--- src/rtl/mem2_load_unit.sv ---
// mem2 stage: holds the cache response across stalls, extracts
// sub-word load data, drives the forwarding bundle and writeback.
module mem2_load_unit #(
  parameter int DATA_WIDTH = 32,
  parameter int OFS_W = $clog2(DATA_WIDTH / 8),
  parameter int REG_ADDR_W = 5,
  parameter int PC_W = 32
) (
  input  logic                  clk,
  input  logic                  rst_n,
  input  logic                  stall,
  input  logic                  flush,
  input  logic                  in_valid,
  input  logic [2:0]            in_op,
  input  logic [OFS_W-1:0]      in_addr_lo,
  input  logic                  in_wreg,
  input  logic [REG_ADDR_W-1:0] in_waddr,
  input  logic [DATA_WIDTH-1:0] in_wdata,
  input  logic [PC_W-1:0]       in_pc,
  input  logic                  in_excp,
  input  logic                  data_ok,
  input  logic [DATA_WIDTH-1:0] cache_data,
  output logic                  stallreq,
  output logic                  fwd_valid,
  output logic                  fwd_load,
  output logic                  fwd_ready,
  output logic [REG_ADDR_W-1:0] fwd_waddr,
  output logic [DATA_WIDTH-1:0] fwd_wdata,
  output logic                  wb_valid,
  output logic                  wb_wreg,
  output logic                  wb_excp,
  output logic [REG_ADDR_W-1:0] wb_waddr,
  output logic [DATA_WIDTH-1:0] wb_wdata,
  output logic [PC_W-1:0]       wb_pc
);

  localparam logic [2:0] OP_NONE = 3'd0;
  localparam logic [2:0] OP_LB   = 3'd1;
  localparam logic [2:0] OP_LBU  = 3'd2;
  localparam logic [2:0] OP_LH   = 3'd3;
  localparam logic [2:0] OP_LHU  = 3'd4;
  localparam logic [2:0] OP_LW   = 3'd5;
  localparam logic [2:0] OP_LWU  = 3'd6;
  localparam logic [2:0] OP_LD   = 3'd7;

  localparam logic [1:0] S_IDLE = 2'd0;
  localparam logic [1:0] S_WAIT = 2'd1;
  localparam logic [1:0] S_HELD = 2'd2;

  logic [1:0]            state;
  logic [1:0]            state_nx;
  logic [DATA_WIDTH-1:0] hold_q;
  logic [DATA_WIDTH-1:0] raw;
  logic [DATA_WIDTH-1:0] ext;
  logic [DATA_WIDTH-1:0] ld_data;
  logic [DATA_WIDTH-1:0] res_wdata;
  logic [31:0]           lane;
  logic                  is_load;
  logic                  mis_ofs;
  logic                  misalign;
  logic                  live;
  logic                  avail;
  logic                  capture;

  assign is_load = in_valid & (in_op != OP_NONE);

  always_comb begin
    mis_ofs = 1'b0;
    case (in_op)
      OP_LH, OP_LHU: mis_ofs = in_addr_lo[0];
      OP_LW, OP_LWU: mis_ofs = |in_addr_lo[1:0];
      OP_LD:         mis_ofs = |in_addr_lo;
      default:       mis_ofs = 1'b0;
    endcase
  end

  assign misalign = is_load & mis_ofs;
  assign live     = is_load & ~in_excp & ~misalign;
  assign avail    = data_ok | (state == S_HELD);
  assign raw      = data_ok ? cache_data : hold_q;
  assign stallreq = live & ~avail;

  // On a 32-bit datapath LWU/LD collapse onto LW naturally.
  assign lane = 32'(raw >> {in_addr_lo, 3'b000});

  always_comb begin
    ext = '0;
    case (in_op)
      OP_LB:   ext = DATA_WIDTH'($signed(lane[7:0]));
      OP_LBU:  ext = DATA_WIDTH'(lane[7:0]);
      OP_LH:   ext = DATA_WIDTH'($signed(lane[15:0]));
      OP_LHU:  ext = DATA_WIDTH'(lane[15:0]);
      OP_LW:   ext = DATA_WIDTH'($signed(lane));
      OP_LWU:  ext = DATA_WIDTH'(lane);
      OP_LD:   ext = raw;
      default: ext = '0;
    endcase
  end

  assign ld_data   = (misalign | ~avail) ? '0 : ext;
  assign res_wdata = is_load ? ld_data : in_wdata;

  always_comb begin
    state_nx = state;
    case (state)
      S_IDLE: begin
        if (live & data_ok & stall)
          state_nx = S_HELD;
        else if (live & ~data_ok)
          state_nx = S_WAIT;
      end
      S_WAIT: begin
        if (data_ok)
          state_nx = stall ? S_HELD : S_IDLE;
      end
      S_HELD: begin
        if (~stall)
          state_nx = S_IDLE;
      end
      default: state_nx = S_IDLE;
    endcase
  end

  assign capture = data_ok & stall &
                   (((state == S_IDLE) & live) | (state == S_WAIT));

  always_ff @(posedge clk) begin
    if (!rst_n || flush) begin
      state  <= S_IDLE;
      hold_q <= '0;
    end else begin
      state <= state_nx;
      if (capture)
        hold_q <= cache_data;
    end
  end

  always_ff @(posedge clk) begin
    if (!rst_n || flush) begin
      wb_valid <= 1'b0;
      wb_wreg  <= 1'b0;
      wb_excp  <= 1'b0;
      wb_waddr <= '0;
      wb_wdata <= '0;
      wb_pc    <= '0;
    end else if (!stall) begin
      wb_valid <= in_valid & ~(live & ~avail);
      wb_wreg  <= in_wreg & ~misalign;
      wb_excp  <= in_excp | misalign;
      wb_waddr <= in_waddr;
      wb_wdata <= res_wdata;
      wb_pc    <= in_pc;
    end
  end

  always_comb begin
    fwd_waddr = in_waddr;
    if (is_load) begin
      fwd_valid = in_wreg;
      fwd_load  = 1'b1;
      fwd_ready = avail & ~misalign;
      fwd_wdata = ld_data;
    end else begin
      fwd_valid = in_valid & in_wreg;
      fwd_load  = 1'b0;
      fwd_ready = 1'b1;
      fwd_wdata = in_wdata;
    end
  end

endmodule
--- config.mk ---
export PLATFORM = sky130hd
export DESIGN_NAME = mem2_load_unit
export DESIGN_NICKNAME = d
export VERILOG_FILES = /design/src/rtl/mem2_load_unit.sv
export SDC_FILE = /design/constraint.sdc
export NUM_CORES = 1
export LEC_CHECK = 0
export CAP_MARGIN = 0
export CORE_MARGIN = 8
export CORE_UTILIZATION = 40
export CTS_CLUSTER_DIAMETER = 100
export DETAILED_ROUTE_END_ITERATION = 7
export PLACE_DENSITY = 0.75
export SYNTH_ARGS = -nofsm -noshare
export SYNTH_HDL_FRONTEND = slang
export SYNTH_SLANG_ARGS = --single-unit
export TNS_END_PERCENT = 30
--- constraint.sdc ---
create_clock -name clk -period 3 [get_ports clk]
set_input_delay 0.6 -clock clk [delete_from_list [all_inputs] [get_ports clk]]
set_output_delay 0.6 -clock clk [all_outputs]
set_load 0.1 [all_outputs]
==> results of run 1 <==
routing by layer:
layer  GRT usage [%]  up-vias
met1            29.0     3133
li1                -     3124
met3            8.42       41
met5               0        -
met4            8.95        0
met2            44.4      306
state kept, by name, summed over array words and instances, names as in the netlist:
register	flops
wb_pc	32
state	2
wb_excp	1
wb_wreg	1
wb_wdata	32
hold_q	32
wb_valid	1
wb_waddr	5
worst max-delay path, delay by kind of cell:
family / cells / cell delay [ps]
buf+inv: 5 / 760
simple gates: 2 / 210
compound gates: 2 / 470
mux: 1 / 520
cells by family (layout without fill, tap and decap cells):
group | after synthesis | count (layout) | synth area share [%]
compound gates | 236 | 236 | 25.9
simple gates | 182 | 182 | 14.4
flops | 106 | 106 | 37.3
mux | 77 | 77 | 15.9
buf+inv | 75 | 390 | 5.94
xor+xnor | 2 | 2 | 0.308
fa+ha+maj | 1 | 1 | 0.176
other cells | 0 | 1 | 0
final cells by class:
type	instances	area, um2
clock buffer	10	239
timing repair buffer	367	3640
inverter	7	26.3
fill	1007	3760
antenna	1	2.50
tap	180	225
clock inverter	6	71.3
sequential	106	2120
multi-input combinational	498	3790
worst max-delay path by stage:
stage | startpoint | end | slack (ps)
floorplan | in_addr_lo[0] | fwd_ready | -260
global placement | cache_data[23] | fwd_wdata[23] | -540
detailed placement | cache_data[23] | fwd_wdata[14] | -620
CTS | data_ok | fwd_wdata[27] | -190
global route | data_ok | fwd_wdata[23] | -270
finish | data_ok | fwd_wdata[27] | -180
through the flow:
stage                     instance area [um2]  worst slack [ps]  TNS, ps  utilization, %
final                                   10100              -177    -3420            72.9
after global routing                    10100              -275    -5990            72.9
after detailed placement                 9220              -619   -17130            66.5
after CTS                               10000              -186    -3450            72.2
after floorplan                          5890              -260    -3640               -
after global placement                   9220              -538   -15330            66.5
synth_stat cells (all sizes together) (7+ instances only):
| cell type | n | area [um2] |
|---|---|---|
| a31oi | 18 | 113 |
| nand3 | 38 | 190 |
| mux2i | 52 | 521 |
| clkbuf | 38 | 143 |
| nand2 | 55 | 206 |
| a21oi | 49 | 245 |
| o21ai | 95 | 479 |
| a211oi | 8 | 60.1 |
| inv | 7 | 26.3 |
| a22oi | 15 | 113 |
| a2111oi | 15 | 131 |
| nor2b | 8 | 50.1 |
| dfxtp | 106 | 2120 |
| mux4 | 9 | 206 |
| nor2 | 54 | 203 |
| mux2 | 16 | 180 |
| buf | 30 | 169 |
power groups by stage:
stage,clock [uW],sequential (uW),combinational (uW)
finish,1240,1460,1620
CTS,1280,1460,1600
global route,1330,1470,1690
global placement,0,1490,1510
floorplan,0,1740,657
detailed placement,0,1500,1520
timing repair:
action / in CTS / in global routing
gates cloned: 5 / 0
buffers inserted: 9 / 4
hold buffers: 0 / 0
gates resized for setup: 111 / 20
pin swaps: 21 / 12
endpoints found under the setup margin: 33 / 32
==> reports/results.ini, run 1 <==
[synth]
ys_seq_area_share_pct=37.3
synthDistinctLibCells=55
ys.flop_type=dfxtp_1
syn_inst=679
async_flop_share_pct=0
synth-edff-count=0
ys.warnings.count=0
synth.ff_latch_count=106
synthesis.nets=793
syn_area_um2=5690
synth.avg_cell_area_um2=8.38

[setup_path]
critPathSlowestCell=mux4_2
critPathLaunchType=primary input
cp_max_fo=7
cp.required_ps=2400
reg2reg_slack_ps=580
crit_type=in2out
cpPeakStageDelay_ps=520
cp-end-kind=output port
crit-reg2reg-launch=hold_q[23]
r2r_cells=7
cp_cell_sequence=buf_8 > mux4_2 > a222oi_1 > nor2_1 > buf_6 > buf_8 > o21ai_4 > buf_6 > nand2_4 > buf_12
arrival_ps=2580
r2r-end=wb_wdata[18]

[timing]
fin_crit_ps=3180
rsz0062_at_grt=yes
holdWs_ps=480
worstMarginPinSlew_ps=844
hold_violations=0
finalCritPeriodShare_pct=106
relSlewSlack_pct=43.8
skew_ps=8.29
max_freq_ghz=0.315
slew_viol_final=0
finalWorstSetupSlack_ps=-177
finalSetupViolCount=31

[pwr]
internal_power_uw=2750
fin_total_pwr_uw=4330
powerDensity_nw_per_um2=428
seqPwrFrac_pct=33.8
ir_worst_vdd_mv=0.443
p_clk_share_pct=28.7
p_leak_uw=0.00417
combPwrFrac_pct=37.5
swShare_pct=36.6
net-switching-power_uw=1580

[min_path]
hp-start=wb_valid
whs_endpoint=wb_valid
hold_class=reg2reg
worstHoldPathCells=2

[die]
io_pins=227
start_util_pct=41.0
die-area_um2=18300
die_w_um=135
core_area_um2=13900
die_height_um=135
row_count=43

[routing]
wl_met2_um=12100
wire_per_inst_um=20.6
top_layer=met4
first_pass_iters=5
drcViolationCount=0
wl_met1_um=9400
num_vias=6604
routed_wl_um=24300
ant_nets=0
initialDrtViolationCount=482
met3WireLength_um=2130
routed_via_density=5.62

[cts]
cts-root-buf=clkbuf_16
cts_htree_levels=3
numCtsBuffers=9
cts_tree=done
cts_num_sinks=106
cts_buffer_depth=2
insertion_delay_ps=350
clk_pin_slew_ps=80

[status]
violations=negative setup slack
status=finished with violations

[place]
dp_cells=1140
numPortBuffers=226
dp_hpwl_um=18100
gp_congestion=0.897

[grt]
antenna_found_initial=1
grt_pass1_vias=6973
grt_pass1_wl_um=37500
grt_max_degree=92
grt-ovfl-total=0
grtUsageTotal_pct=25.7

[flow_run]
cap_violations=0

[cells_and_area]
drive_gt1_share_pct=38.9
finalNonFillerCells=1175
layout_commonest_cell=buf_4
num-nets-final=1103
final_cell_mix=197 x buf_4, 106 x dfxtp_1, 100 x clkdlybuf4s50_1, 81 x o21ai_0, 50 x mux2i_1
area_delta_synth_final_pct=77.9

(Power assumes the default switching activity.)
==> run 2, diff against run 1 <==
ABC_AREA = 0   (was not set)
==> results of run 2 <==
No change in the layout: final DEF, timing and power equal those of run 1.
